$ cat src/rtl/uart_tx_fifo_if.sv
// rtl/uart_tx_fifo_if.sv - valid/ready payload interface feeding the UART transmitter FIFO
interface uart_tx_fifo_if #(
  parameter int DATA_BITS = 8
);
  logic                 in_valid;
  logic                 in_ready;
  logic [DATA_BITS-1:0] in_data;

  modport master (output in_valid, output in_data, input in_ready);
  modport slave  (input in_valid, input in_data, output in_ready);
endinterface

$ cat src/rtl/uart_tx_fifo.sv
// rtl/uart_tx_fifo.sv - parametrised UART transmitter with input FIFO and back-to-back framing
// Optional parity bit after the data bits when UART_TX_PARITY_EN is defined.
module uart_tx_fifo #(
  parameter int CLK_FRQ    = 100_000_000,
  parameter int BAUD_RATE  = 115200,
  parameter int DATA_BITS  = 8,
  parameter int STOP_BITS  = 1,
  parameter int FIFO_DEPTH = 4,
  parameter int PARITY_ODD = 0
) (
  input  logic                        clk,
  input  logic                        rst,
  uart_tx_fifo_if.slave               in_if,
  output logic                        tx,
  output logic                        busy,
  output logic                        done_tx,
  output logic [$clog2(FIFO_DEPTH):0] level
);
  localparam int BAUD_DIV = CLK_FRQ / BAUD_RATE;
  localparam int CW       = $clog2(BAUD_DIV);
  localparam int PW       = $clog2(FIFO_DEPTH);
  localparam int LW       = PW + 1;
  localparam int IW       = $clog2(DATA_BITS);

  localparam logic [2:0] S_IDLE   = 3'd0;
  localparam logic [2:0] S_START  = 3'd1;
  localparam logic [2:0] S_DATA   = 3'd2;
`ifdef UART_TX_PARITY_EN
  localparam logic [2:0] S_PARITY = 3'd3;
`endif
  localparam logic [2:0] S_STOP   = 3'd4;

  if (BAUD_DIV < 2 || DATA_BITS < 5 || DATA_BITS > 9 || (STOP_BITS != 1 && STOP_BITS != 2) ||
      FIFO_DEPTH < 2 || (FIFO_DEPTH & (FIFO_DEPTH - 1)) != 0 ||
      PARITY_ODD < 0 || PARITY_ODD > 1) begin : g_bad_param
    $error("uart_tx_fifo: illegal parameter set");
  end

  logic [DATA_BITS-1:0] mem [FIFO_DEPTH];
  logic [PW-1:0]        wr_ptr, rd_ptr;
  logic [LW-1:0]        level_nx;
  logic                 in_ready_q;
  logic                 push, pop, empty;

  logic [2:0]           state, state_nx;
  logic [CW-1:0]        baud_cnt;
  logic [IW-1:0]        bit_idx;
  logic                 stop_cnt;
  logic [DATA_BITS-1:0] shreg;
  logic                 tick, data_last, stop_last, frame_end;
  logic                 tx_nx, done_nx;
`ifdef UART_TX_PARITY_EN
  logic                 par_bit;
`endif

  assign in_if.in_ready = in_ready_q;
  assign empty     = (level == '0);
  assign push      = in_if.in_valid && in_ready_q;
  assign tick      = (baud_cnt == CW'(BAUD_DIV - 1));
  assign data_last = (bit_idx == IW'(DATA_BITS - 1));
  assign stop_last = (stop_cnt == 1'(STOP_BITS - 1));
  assign frame_end = (state == S_STOP) && tick && stop_last;
  // A pop both leaves IDLE and chains the next frame straight out of the last stop cycle.
  assign pop       = !empty && ((state == S_IDLE) || frame_end);
  assign level_nx  = level + LW'(push) - LW'(pop);

  always_ff @(posedge clk) begin
    if (rst) begin
      state <= S_IDLE;
    end else begin
      state <= state_nx;
    end
  end

  always_comb begin
    state_nx = state;
    case (state)
      S_IDLE:   if (!empty) state_nx = S_START;
      S_START:  if (tick) state_nx = S_DATA;
`ifdef UART_TX_PARITY_EN
      S_DATA:   if (tick && data_last) state_nx = S_PARITY;
      S_PARITY: if (tick) state_nx = S_STOP;
`else
      S_DATA:   if (tick && data_last) state_nx = S_STOP;
`endif
      S_STOP:   if (frame_end) state_nx = empty ? S_IDLE : S_START;
      default:  state_nx = S_IDLE;
    endcase
  end

  // Next value of the registered line; tx changes only at bit boundaries.
  always_comb begin
    tx_nx   = tx;
    done_nx = 1'b0;
    case (state)
      S_IDLE:  tx_nx = empty;
      S_START: if (tick) tx_nx = shreg[0];
      S_DATA: begin
        if (tick) begin
`ifdef UART_TX_PARITY_EN
          tx_nx = data_last ? par_bit : shreg[1];
`else
          tx_nx = data_last ? 1'b1 : shreg[1];
`endif
        end
      end
`ifdef UART_TX_PARITY_EN
      S_PARITY: if (tick) tx_nx = 1'b1;
`endif
      S_STOP: begin
        if (frame_end) begin
          done_nx = 1'b1;
          tx_nx   = empty;
        end
      end
      default: tx_nx = 1'b1;
    endcase
  end

  always_ff @(posedge clk) begin
    if (push) mem[wr_ptr] <= in_if.in_data;
  end

  always_ff @(posedge clk) begin
    if (rst) begin
      tx         <= 1'b1;
      done_tx    <= 1'b0;
      busy       <= 1'b0;
      level      <= '0;
      in_ready_q <= 1'b1;
      wr_ptr     <= '0;
      rd_ptr     <= '0;
      baud_cnt   <= '0;
      bit_idx    <= '0;
      stop_cnt   <= 1'b0;
      shreg      <= '0;
`ifdef UART_TX_PARITY_EN
      par_bit    <= 1'b0;
`endif
    end else begin
      tx         <= tx_nx;
      done_tx    <= done_nx;
      level      <= level_nx;
      in_ready_q <= (level_nx != LW'(FIFO_DEPTH));
      busy       <= (state_nx != S_IDLE) || (level_nx != '0);
      if (push) wr_ptr <= wr_ptr + 1'b1;
      if (pop)  rd_ptr <= rd_ptr + 1'b1;

      if (pop || tick || state_nx == S_IDLE) baud_cnt <= '0;
      else                                   baud_cnt <= baud_cnt + 1'b1;

      if (pop) begin
        shreg   <= mem[rd_ptr];
        bit_idx <= '0;
`ifdef UART_TX_PARITY_EN
        par_bit <= (^mem[rd_ptr]) ^ PARITY_ODD[0];
`endif
      end else if (state == S_DATA && tick) begin
        shreg   <= shreg >> 1;
        bit_idx <= bit_idx + 1'b1;
      end

      if (state != S_STOP || frame_end) stop_cnt <= 1'b0;
      else if (tick)                    stop_cnt <= stop_cnt + 1'b1;
    end
  end
endmodule
$ cat src/flat_wrapper.sv
// flat-port wrapper written by rule: the top's interface ports become plain ports
module uart_tx_fifo_flat 
#(
  parameter int CLK_FRQ    = 100_000_000,
  parameter int BAUD_RATE  = 115200,
  parameter int DATA_BITS  = 8,
  parameter int STOP_BITS  = 1,
  parameter int FIFO_DEPTH = 4,
  parameter int PARITY_ODD = 0
)
  (clk, rst, tx, busy, done_tx, level, in_if_in_valid, in_if_in_data, in_if_in_ready);
  uart_tx_fifo_if #(.DATA_BITS(DATA_BITS)) in_if_i ();
  input  logic clk;
  input  logic rst;
  output logic tx;
  output logic busy;
  output logic done_tx;
  output logic [$clog2(FIFO_DEPTH):0] level;
  input wire logic [$bits(in_if_i.in_valid)-1:0] in_if_in_valid;
  input wire logic [$bits(in_if_i.in_data)-1:0] in_if_in_data;
  output wire logic [$bits(in_if_i.in_ready)-1:0] in_if_in_ready;
  assign in_if_i.in_valid = in_if_in_valid;
  assign in_if_i.in_data = in_if_in_data;
  assign in_if_in_ready = in_if_i.in_ready;
  uart_tx_fifo #(.CLK_FRQ(CLK_FRQ), .BAUD_RATE(BAUD_RATE), .DATA_BITS(DATA_BITS), .STOP_BITS(STOP_BITS), .FIFO_DEPTH(FIFO_DEPTH), .PARITY_ODD(PARITY_ODD)) u_core (.clk(clk), .rst(rst), .in_if(in_if_i), .tx(tx), .busy(busy), .done_tx(done_tx), .level(level));
endmodule
$ cat config.mk
export PLATFORM = sky130hd
export DESIGN_NAME = uart_tx_fifo_flat
export DESIGN_NICKNAME = d
export VERILOG_FILES = /design/src/rtl/uart_tx_fifo_if.sv /design/src/rtl/uart_tx_fifo.sv /design/src/flat_wrapper.sv
export SDC_FILE = /design/constraint.sdc
export NUM_CORES = 1
export LEC_CHECK = 0
export CORE_MARGIN = 2
export CORE_UTILIZATION = 60
export CTS_CLUSTER_SIZE = 14
export DETAILED_ROUTE_END_ITERATION = 8
export MAX_ROUTING_LAYER = met4
export PLACE_DENSITY = 0.81
export SYNTH_ARGS = -nofsm -noshare
export SYNTH_HDL_FRONTEND = slang
export SYNTH_SLANG_ARGS = --single-unit
$ cat constraint.sdc
create_clock -name clk -period 6.62 [get_ports clk]
set_input_delay 1.324 -clock clk [delete_from_list [all_inputs] [get_ports clk]]
set_output_delay 1.324 -clock clk [all_outputs]
set_load 0.005 [all_outputs]
==> impl_results.md, run 1 <==
- Status: finished clean
- Full die area: roughly 5600 um^2
- Pwr Total: between 1 and 1.5 mW
- WP data required: roughly 6.8 ns
- Leading area contributor after synthesis: edfxtp_1
- Worst Max-Slew Pin Slew: 0.870 ns
- Synth Area per Inst: 12.1 um^2
- Number of buffers and inverters on the critical path: 2
- Row cnt: 25
- Post-Synthesis Cells: 248
- Clk_lat worst skew: 0.35 ns
- Netlist cell types: 42
- R2R cell count: 11
- Final setup TNS: 0 ns
- Fmax: approximately 0.34 GHz
- Clock sink total: 70
- Initial Util: a little over three fifths
- CP peak stage delay: 1.02 ns
- Fill count: 356
- Peak supply drop: 258 uV
- Via count: approximately 1.9k
- PwrDens: roughly 380 nW/um^2
- Clk slew on worst S/H paths: around 0.080 ns
- Hold_buf cts: 0
- Hold_ws: 0.492 ns
- Final Max Slew Viols: 0
- Hold Path End: u_core.baud_cnt[0]$_SDFF_PP0_
- Average wire per standard cell: 15.6 um
- Setup crit end kind: flip-flop
- First-pass GRT wire length: roughly 8600 um
- RSZ-0062 raised after global routing: false
- Post-Synth Simple-Gate Area: around an eighth
- I/O pin cnt: 18
- Setup violators final: 0
- Leakage power: 1.21 nW
- Antenna Nets Post-Route: 0
- Mapped cell area: 2990 um^2
- Area share of the largest cell type after synthesis: approximately 32%
- Number of global-route vias before repair: 1855
- TritonCTS Buffers: 9
- GP Congestion: between 0.8 and 0.9
- Crit-path slowest cell: clkdlybuf4s50_1
- Synthesis-to-layout area growth: 13.1%
- Final Hold Fails: 0
- Compound-cell area share of the yosys netlist: 10.2%
- Seq cells post-synth: 70
- Post-CTS Resized: 0
- Worst Path Arrival: 3.16 ns
- Reg2Reg Launch Point: u_core.baud_cnt[3]$_SDFF_PP0_
- Largest net degree at the start of global routing: 25
- CP top delay family: buffers and inverters
- Final Critical Period: 2.97 ns
- Slew headroom: 42.0%
- Final wirelength: ~5200 um
- DIE WIDTH: 74.6 um
- Synth top area cells: edfxtp_1 32%, dfxtp_1 25%, mux4_2 6.0%
- Main combinational cell family by area after synthesis: simple AND/OR/NAND/NOR gates
- Synth Flop Type: dfxtp_1
- Initial antenna violation count: 0
- CTS H-tree lvls: 3
- Clock skew: between 0.009 and 0.01 ns
- Syn_nets: between 200 and 300
- Die height: 74.6 um
- Iteration-0 DRC Markers: 77
- Reg2Reg Setup Slack: 3.70 ns
- DRC violations left: 0
- Sequential-to-total area share from yosys stat: 57.5%
- Hold path cells: 1
- Fin nets: ~280
- Number of setup buffers added after CTS: 0
- Max clock buf depth: 2
- Post-synth ARST share: 0%
- Core ar.: 4750 um^2
- CTS tree: done
- Synth Area in Adders: 4.02%
- Startpoint Class: primary input
- Clk root buf: clkbuf_8
- Total gr overflow: 0
- Yosys warns: 0
- Antenna Cells: 0
- Share of cells above drive strength 1: 10.1%
- CP max FO: 24
- GRT Util Overall: 22.3%
- Setup Crit Path Kind: primary input to flip-flop
- Drt via density: 5.67
- Max_cap viols: 0
- Post-synth EDFFs: 32
- Cell Chain, Critical Path: clkdlybuf4s50_1 -> inv_1 -> o211ai_1 -> nor3_1
- Worst hold start: u_core.baud_cnt[0]$_SDFF_PP0_
- Final period util: between 40 and 50%
- HPWL after DPL: 3510 um
- R2R Path End: u_core.in_if.in_ready$_SDFF_PP1_
- Mux share of post-synthesis cell area: under 10%
- PortBufs: 17
- Synth Area in XOR/XNOR: under 10%
- Worst hold path class: flip-flop to flip-flop
- Drt first pass iters: 4
[flip-flops by register name, summed over array words and instances, names as in the netlist, named ones only]
| name | flops |
|---|---|
| u_core.busy | 1 |
| u_core.level | 3 |
| u_core.stop_cnt | 1 |
| u_core.tx | 1 |
| u_core.done_tx | 1 |
| u_core.bit_idx | 3 |
| u_core.in_if.in_ready | 1 |
| u_core.wr_ptr | 2 |
| u_core.rd_ptr | 2 |
| u_core.shreg | 8 |
| u_core.state | 3 |
| u_core.baud_cnt | 10 |
| u_core.mem | 32 |
[final cells by class]
| cell class | count | area (um^2) | share of cell area [%] |
|---|---|---|---|
| clock inverter | 7 | 72.6 | 2.14 |
| tap | 67 | 83.8 | 2.48 |
| inverter | 17 | 63.8 | 1.89 |
| sequential | 70 | 1720 | 50.9 |
| clock buffer | 9 | 124 | 3.66 |
| timing repair buffer | 17 | 170 | 5.03 |
| multi-input combinational | 148 | 1150 | 33.9 |
[cells by family after synthesis]
| kind of cell | count (synthesis) |
|---|---|
| buffers and inverters | 30 |
| DFF | 70 |
| adders and majority gates | 9 |
| xor gates and xnor gates | 13 |
| muxes | 13 |
| and+or+nand+nor | 68 |
| AOI/OAI and AO/OA | 45 |
[stage by stage]
stage	std cells	worst slack, ns	area (um^2)	util (%)
after floorplan	248	4.00	2990	-
after global placement	319	3.36	3190	67.0
after detailed placement	319	3.27	3190	67.0
after CTS	335	3.65	3380	71.2
after global routing	335	3.51	3380	71.2
final	335	3.65	3380	71.2
[where the power goes]
part           total [mW]  leakage, nW  internal [mW]  switching [mW]
sequential          0.583        0.604          0.523          0.0598
combinational       0.366        0.504          0.176           0.190
clock               0.331       0.0974          0.148           0.183
total                1.28         1.21          0.847           0.433
[synth_stat cells (2+ instances only)]
library cell / count
o211ai_1: 7
and3_1: 6
nor2_1: 9
edfxtp_1: 32
xnor2_1: 8
dfxtp_1: 38
inv_1: 17
mux2i_1: 5
ha_1: 8
xor2_1: 5
nand4_1: 3
clkbuf_1: 9
o21ai_0: 3
nand2b_1: 3
mux4_2: 8
nor2b_1: 2
nor3b_1: 3
nand2_1: 9
a31oi_1: 2
a21oi_1: 16
nand3_1: 7
o31ai_1: 5
o32a_1: 5
nor3_1: 19
buf_2: 2
[worst reg2reg max path, delay by kind of cell (launching register included)]
family,cells,cell delay [ns]
AO/OA/AOI/OAI,3,0.84
flip-flops,1,0.37
XOR/XNOR,2,0.30
buffers and inverters,1,0.04
adder cells (fa/ha/maj),2,0.53
AND/OR/NAND/NOR,3,0.74
[cell usage in the layout (no fill, tap or decap), types with 3 or more instances in the layout]
master / instances
o32a_1: 5
nand2_1: 9
o21ai_0: 3
xnor2_1: 8
nor3_1: 19
nor2_1: 9
clkdlybuf4s50_1: 17
inv_1: 17
clkbuf_8: 9
nand4_1: 3
a21oi_1: 16
edfxtp_1: 32
inv_6: 3
nand2b_1: 3
nor3b_1: 3
o211ai_1: 7
dfxtp_1: 38
mux4_2: 8
o31ai_1: 5
xor2_1: 5
mux2i_1: 5
nand3_1: 7
and3_1: 6
ha_1: 8
[worst max path at each step]
stage	start	end	slack, ns	cells after the start
2_1_floorplan	u_core.baud_cnt[3]$_SDFF_PP0_	u_core.in_if.in_ready$_SDFF_PP1_	4.00	11
3_3_place_gp	rst	u_core.baud_cnt[8]$_SDFF_PP0_	3.36	4
3_5_place_dp	rst	u_core.baud_cnt[8]$_SDFF_PP0_	3.27	4
4_1_cts	rst	u_core.baud_cnt[6]$_SDFF_PP0_	3.65	4
5_1_grt	rst	u_core.baud_cnt[9]$_SDFF_PP0_	3.51	4
6_report	rst	u_core.baud_cnt[2]$_SDFF_PP0_	3.65	4
[routing by layer]
metal  vias to the layer above  track usage [%]  wire length [um]
met5                         -                -                 0
met4                         0             8.73                51
met3                         5             8.70               187
met2                        37             34.2              2660
met1                       902             26.8              2330
li1                        956                -                 -
Power figures use the tool's default switching activity.
==> run 2, diff against run 1 <==
Settings changed: CORE_UTILIZATION 60 to 53, PLACE_DENSITY 0.81 to 0.76.
Clock period 6.62 ns to 2.7 ns, I/O delays scaled along.
==> run 2 against run 1 <==
Net effect: final area grew 2.7%; critical path depth grew 7; non-clock buffer count grew 10; total power grew 150%; via count grew 2.4%; cell count grew 4.5%.
==> impl_results.md, run 2 (synthesis gave the netlist of run 1 again) <==
- Status: finished clean (unchanged)
- Biggest regs: u_core.mem (32), u_core.baud_cnt (10), u_core.shreg (8) (unchanged)
- Startpoint Class: flip-flop (was primary input)
- Final period util: 95.2%
- Clk slew on worst S/H paths: 0.08 ns (about the same)
- Leakage power: 1.25 nW (was 1.21 nW)
- Clock skew: 0.00802 ns (was 0.00941 ns)
- Reg2Reg Setup Slack: 0.13 ns (was 3.70 ns)
- Worst hold path class: flip-flop to flip-flop (unchanged)
- Number of buffers and inverters on the critical path: 1 (was 2)
- Antenna Cells: 0 (unchanged)
- WP data required: 2.95 ns (was 6.81 ns)
- HPWL after DPL: 3670 um (was 3510 um)
- Reg2Reg Launch Point: u_core.baud_cnt[2]$_SDFF_PP0_ (was u_core.baud_cnt[3]$_SDFF_PP0_)
- Final Hold Fails: 0 (unchanged)
- Synthesis-to-layout area growth: 16.1% (was 13.1%)
- CP max FO: 2 (was 24)
- Number of global-route vias before repair: 1976 (was 1855)
- Fin nets: 293 (was 283)
- Commonest non-fill, non-tap cells in the layout: 35 x dfxtp_1, 32 x edfxtp_1, 19 x nor3_1 (was 38 x dfxtp_1, 32 x edfxtp_1, 19 x nor3_1)
- Drt via density: 5.56 (was 5.67)
- Max_cap viols: 0 (unchanged)
- Final wirelength: 5370 um (was 5230 um)
- Worst setup endpoint: u_core.in_if.in_ready$_SDFF_PP1_ (was u_core.baud_cnt[2]$_SDFF_PP0_)
- Setup violators final: 0 (unchanged)
- DRC violations left: 0 (unchanged)
- Core ar.: 5470 um^2 (was 4750 um^2)
- Total gr overflow: 0 (unchanged)
- CTS tree: done (unchanged)
- Drt first pass iters: 4 (unchanged)
- Antenna Nets Post-Route: 0 (unchanged)
- Commonest non-fill, non-tap cell in the layout: dfxtp_1 (unchanged)
- CP top delay family: simple AND/OR/NAND/NOR gates (was buffers and inverters)
- Die height: 79.1 um (was 74.6 um)
- Final Cell Area: 3470 um^2 (was 3380 um^2)
- RSZ-0062 raised after global routing: true (was false)
- Peak supply drop: 623 uV (was 258 uV)
- Fmax: approximately 0.39 GHz
- Clk_lat worst skew: 0.35 ns (about the same)
- Crit path from: u_core.baud_cnt[2]$_SDFF_PP0_ (was rst)
- Final Worst Setup Slack: 0.130 ns (was 3.65 ns)
- CTS H-tree lvls: 3 (unchanged)
- Setup Crit Path Kind: flip-flop to flip-flop (was primary input to flip-flop)
- R2R Path End: u_core.in_if.in_ready$_SDFF_PP1_ (unchanged)
- Share of cells above drive strength 1: 15.8% (was 10.1%)
- Cell Chain, Critical Path: or4b_4 -> o31ai_4 -> a21oi_1 -> a31oi_1 -> ha_2 -> inv_1 -> fa_2 -> xor2_1 -> xnor2_1 -> nor2_1 -> nand2_1 (was clkdlybuf4s50_1 -> inv_1 -> o211ai_1 -> nor3_1)
- GP Congestion: 0.819 (was 0.851)
- Worst Max-Slew Pin Slew: 0.686 ns (was 0.870 ns)
- Initial Util: 54.7% (was 62.9%)
- First-pass GRT wire length: 9380 um (was 8620 um)
- TritonCTS Buffers: 9 (unchanged)
- PortBufs: 17 (unchanged)
- Post-DP Area: 3260 um^2 (was 3190 um^2)
- PwrDens: 903 nW/um^2 (was 378 nW/um^2)
- Largest net degree at the start of global routing: 24 (was 25)
- Average wire per standard cell: 15.3 um (was 15.6 um)
- Fill count: 425 (was 356)
- Final Critical Period: ~2.6 ns
- Crit-path slowest cell: or4b_4 (was clkdlybuf4s50_1)
- GRT Util Overall: 20.4% (was 22.3%)
- Iteration-0 DRC Markers: 121 (was 77)
- Clock sink total: 70 (unchanged)
- Initial antenna violation count: 0 (unchanged)
- Setup crit end kind: flip-flop (unchanged)
- DIE WIDTH: 79.1 um (was 74.6 um)
- CP Depth: 11 (was 4)
- Final setup TNS: 0 ns (unchanged)
- CP peak stage delay: 0.56 ns (was 1.02 ns)
- Top reg by flops: u_core.mem (unchanged)
- Worst Path Arrival: 2.82 ns (was 3.16 ns)
- Max reg flops: 32 (unchanged)
- Clk root buf: clkbuf_8 (unchanged)
- Full die area: 6260 um^2 (was 5570 um^2)
- R2R cell count: 11 (unchanged)
- Pre-CTS setup slack: 0.0313 ns (was 3.27 ns)
- Final Max Slew Viols: 0 (unchanged)
- Row cnt: 27 (was 25)
- Via count: 1946 (was 1900)
- I/O pin cnt: 18 (unchanged)
- Max clock buf depth: 2 (unchanged)
- Slew headroom: 54.3% (was 42.0%)
-- run 2: cell types whose count changed in the layout (fill, tap and decap cells not counted), moves of 2 or more --
cell,delta
dfxtp_1,-3
ha_1,-2
dfxtp_2,+3
inv_8,-2
buf_4,+10
clkinv_4,+2
ha_2,+2
-- run 2: repair_timing --
action | in CTS | in global routing
resized for setup | 0 | 8
setup endpoints to repair | 0 | 3
hold buffers | 0 | 0
setup buffers | 0 | 1
-- run 2: report_power, final --
group	switching (mW)	total [mW]	internal, mW
Clock	0.429	0.773	0.344
Sequential	0.147	1.43	1.28
Combinational	0.462	0.936	0.474
-- run 2: routing by layer --
layer	share of wire (%)	track usage [%]
met5	0	-
met4	1.8	8.45
met3	3.6	6.14
met2	50	31.9
met1	45	24.9
-- run 2: layout make-up --
type                       count  area, um^2  share of cell area, %
clock buffer                   9         124                   3.57
tap                           72        90.1                   2.59
clock inverter                 7        56.3                   1.62
inverter                      17        63.8                   1.84
timing repair buffer          27         245                   7.06
multi-input combinational    148        1170                   33.6
sequential                    70        1730                   49.7
-- run 2: worst register-to-register path, cell delays in order (launching register included) --
cell	delay [ns]
dfxtp_2	0.33
or4b_4	0.56
o31ai_4	0.28
a21oi_1	0.10
a31oi_1	0.16
ha_2	0.18
inv_1	0.04
fa_2	0.32
xor2_1	0.15
xnor2_1	0.15
nor2_1	0.13
nand2_1	0.06
-- run 2: worst min path at each step --
stage,end,slack (ns),startpoint,depth (start not counted)
after floorplan,u_core.done_tx$_SDFF_PP0_,0.44,u_core.stop_cnt$_SDFFE_PP0P_,1
after global placement,u_core.done_tx$_SDFF_PP0_,0.46,u_core.stop_cnt$_SDFFE_PP0P_,1
after detailed placement,u_core.done_tx$_SDFF_PP0_,0.47,u_core.stop_cnt$_SDFFE_PP0P_,1
after CTS,u_core.done_tx$_SDFF_PP0_,0.49,u_core.stop_cnt$_SDFFE_PP0P_,1
after global routing,u_core.rd_ptr[1]$_SDFFE_PP0P_,0.53,u_core.rd_ptr[1]$_SDFFE_PP0P_,2
final,u_core.baud_cnt[0]$_SDFF_PP0_,0.49,u_core.baud_cnt[0]$_SDFF_PP0_,1
-- run 2: through the flow --
| stage | hold WS [ns] | util (%) | std cells | power (mW) |
|---|---|---|---|---|
| final | 0.488 | 63.5 | 350 | 3.14 |
| after global routing | 0.526 | 63.5 | 350 | 3.37 |
| after CTS | 0.488 | 62.9 | 349 | 3.15 |
| after detailed placement | 0.475 | 59.6 | 333 | 2.38 |
| after global placement | 0.458 | 59.6 | 333 | 2.36 |
| after floorplan | 0.436 | - | 248 | 2.11 |
==> run 3, diff against run 2 <==
Settings changed: CORE_MARGIN 2 to 3.
==> run 3 against run 2 <==
Net effect: die area grew 5.1%; first-iteration DRC count fell by 9.9%; sequential share of layout area shrank 1.1 points; clock power rose by 45%; wire length rose by 7.7%; register-to-register slack hardly changed; critical path depth unchanged; sequential cell count did not move; utilization increased by 3.8 points; worst hold slack better by 0.0019 ns; fmax decreased by 0.36%; clock skew rose by 0.0011 ns; critical path type unchanged.
==> impl_results.md, run 3 (synthesis gave the netlist of run 1 again) <==
- Status: finished clean (unchanged)
- Number of global-route vias before repair: 1993 (was 1976)
- Setup crit end kind: flip-flop (unchanged)
- Max reg flops: 32 (unchanged)
- Final Max Slew Viols: 0 (unchanged)
- Clock sink total: 70 (unchanged)
- Startpoint Class: flip-flop (unchanged)
- Peak supply drop: 782 uV (was 623 uV)
- Clock skew: 0.00915 ns (was 0.00802 ns)
- Sequential cell area: 1720 um^2 (was 1730 um^2)
- Row cnt: 26 (was 27)
- WP data required: 2.95 ns (about the same)
- PortBufs: 17 (unchanged)
- Worst hold path class: flip-flop to flip-flop (unchanged)
- DIE WIDTH: 81.1 um (was 79.1 um)
- Final Hold Fails: 0 (unchanged)
- Setup violators final: 0 (unchanged)
- Setup Crit Path Kind: flip-flop to flip-flop (unchanged)
- Full die area: 6580 um^2 (was 6260 um^2)
- Hold_ws: 0.490 ns (was 0.488 ns)
- Antenna Nets Post-Route: 0 (unchanged)
- First-pass GRT wire length: 9410 um (was 9380 um)
- Top reg by flops: u_core.mem (unchanged)
- Area occupied by multi-input gates: 1170 um^2 (about the same)
- Share of cells above drive strength 1: 14.4% (was 15.8%)
- GRT Util Overall: 20.0% (was 20.4%)
- Final period util: 95.5% (was 95.2%)
- Worst Max-Slew Pin Slew: 0.699 ns (was 0.686 ns)
- Max_cap viols: 0 (unchanged)
- Post-DP Area: 3260 um^2 (about the same)
- Fin nets: 292 (was 293)
- Synthesis-to-layout area growth: 18.6% (was 16.1%)
- Dpl cells: 331 (was 333)
- Total gr overflow: 0 (unchanged)
- Fin cells: 347 (was 350)
- Final Cell Area: 3550 um^2 (was 3470 um^2)
- Commonest non-fill, non-tap cells in the layout: 37 x dfxtp_1, 32 x edfxtp_1, 19 x nor3_1 (was 35 x dfxtp_1, 32 x edfxtp_1, 19 x nor3_1)
- DRC violations left: 0 (unchanged)
- Max clock buf depth: 2 (unchanged)
- PwrDens: 990 nW/um^2 (was 903 nW/um^2)
- Fmax: 0.388 GHz (was 0.389 GHz)
- GP Congestion: 0.841 (was 0.819)
- CTS tree: done (unchanged)
- Initial antenna violation count: 0 (unchanged)
- I/O pin cnt: 18 (unchanged)
- Drt via density: 5.78 (was 5.56)
- Clk slew on worst S/H paths: 0.08 ns (about the same)
- Antenna Cells: 0 (unchanged)
- Via count: 2004 (was 1946)
- CP max FO: 4 (was 2)
- Final Critical Period: 2.58 ns (was 2.57 ns)
- Largest net degree at the start of global routing: 24 (unchanged)
- Average wire per standard cell: 16.7 um (was 15.3 um)
- Hold_buf cts: 0 (unchanged)
- Commonest non-fill, non-tap cell in the layout: dfxtp_1 (unchanged)
- Initial Util: 56.8% (was 54.7%)
- Die height: 81.1 um (was 79.1 um)
- Clk root buf: clkbuf_8 (unchanged)
- Biggest regs: u_core.mem (32), u_core.baud_cnt (10), u_core.shreg (8) (unchanged)
- TritonCTS Buffers: 9 (unchanged)
- Final wirelength: 5790 um (was 5370 um)
- HPWL after DPL: 3810 um (was 3670 um)
- Worst Path Arrival: 2.83 ns (was 2.82 ns)
- Iteration-0 DRC Markers: 109 (was 121)
- Core ar.: 5270 um^2 (was 5470 um^2)
- Clk_lat worst skew: 0.35 ns (about the same)
- CTS H-tree lvls: 3 (unchanged)
- Slew headroom: 53.4% (was 54.3%)
- Fill count: 403 (was 425)
- Drt first pass iters: 5 (was 4)
- Final setup TNS: 0 ns (unchanged)
- Leakage power: 1.28 nW (was 1.25 nW)
run 3: cell type report:
type / instances / area share [%]
clock buffer: 9 / 3.49
clock inverter: 7 / 4.09
inverter: 17 / 1.80
multi-input combinational: 148 / 32.9
sequential: 70 / 48.6
tap: 70 / 2.47
timing repair buffer: 26 / 6.70
run 3: metal layers:
layer  vias up  part of all wire (%)  GRT usage (%)  routed length (um)
li1        974                     -              -                   -
met1       975                    43           23.6                2510
met2        47                    51           32.8                2940
met3         8                   4.6           3.99                 266
met4         0                   1.1           9.46                  66
met5         -                     0              -                   0
run 3: final timing paths:
| check | slack [ns] | from | endpoint | cells after the start |
|---|---|---|---|---|
| max | 0.12 | u_core.stop_cnt$_SDFFE_PP0P_ | u_core.in_if.in_ready$_SDFF_PP1_ | 11 |
| min | 0.49 | u_core.shreg[5]$_SDFFE_PP0P_ | u_core.shreg[5]$_SDFFE_PP0P_ | 2 |
| max reg2reg | 0.12 | u_core.stop_cnt$_SDFFE_PP0P_ | u_core.in_if.in_ready$_SDFF_PP1_ | 11 |
| min reg2reg | 0.49 | u_core.shreg[5]$_SDFFE_PP0P_ | u_core.shreg[5]$_SDFFE_PP0P_ | 2 |
run 3: where the power goes:
| group | leakage, nW | total (mW) | switching (mW) | internal (mW) |
|---|---|---|---|---|
| logic | 0.550 | 0.959 | 0.477 | 0.482 |
| registers | 0.605 | 1.44 | 0.155 | 1.28 |
| clock network | 0.130 | 1.12 | 0.405 | 0.711 |
| total | 1.28 | 3.51 | 1.04 | 2.48 |
run 3: worst max-delay path, stage by stage, from the launching register on:
cell and delay, ns:
dfxtp_1 0.34, or4b_4 0.57, o31ai_4 0.29, a21oi_1 0.10, a31oi_1 0.17, ha_1 0.16
inv_1 0.05, fa_2 0.33, xor2_1 0.16, xnor2_1 0.14, nor2_1 0.11, nand2_1 0.06
run 3: what timing repair did:
item,in CTS,in global routing
buffers inserted,0,0
endpoints found under the setup margin,0,3
endpoints found under the hold margin,0,0
resized for setup,0,5
run 3: per-stage QoR:
stage | power, mW | setup slack, ns | util [%]
floorplan | 2.11 | 0.0765 | -
global placement | 2.36 | 0.105 | 61.8
detailed placement | 2.40 | 0.00634 | 61.8
CTS | 3.51 | 0.0109 | 66.9
global route | 3.70 | -0.0193 | 67.3
finish | 3.51 | 0.121 | 67.3
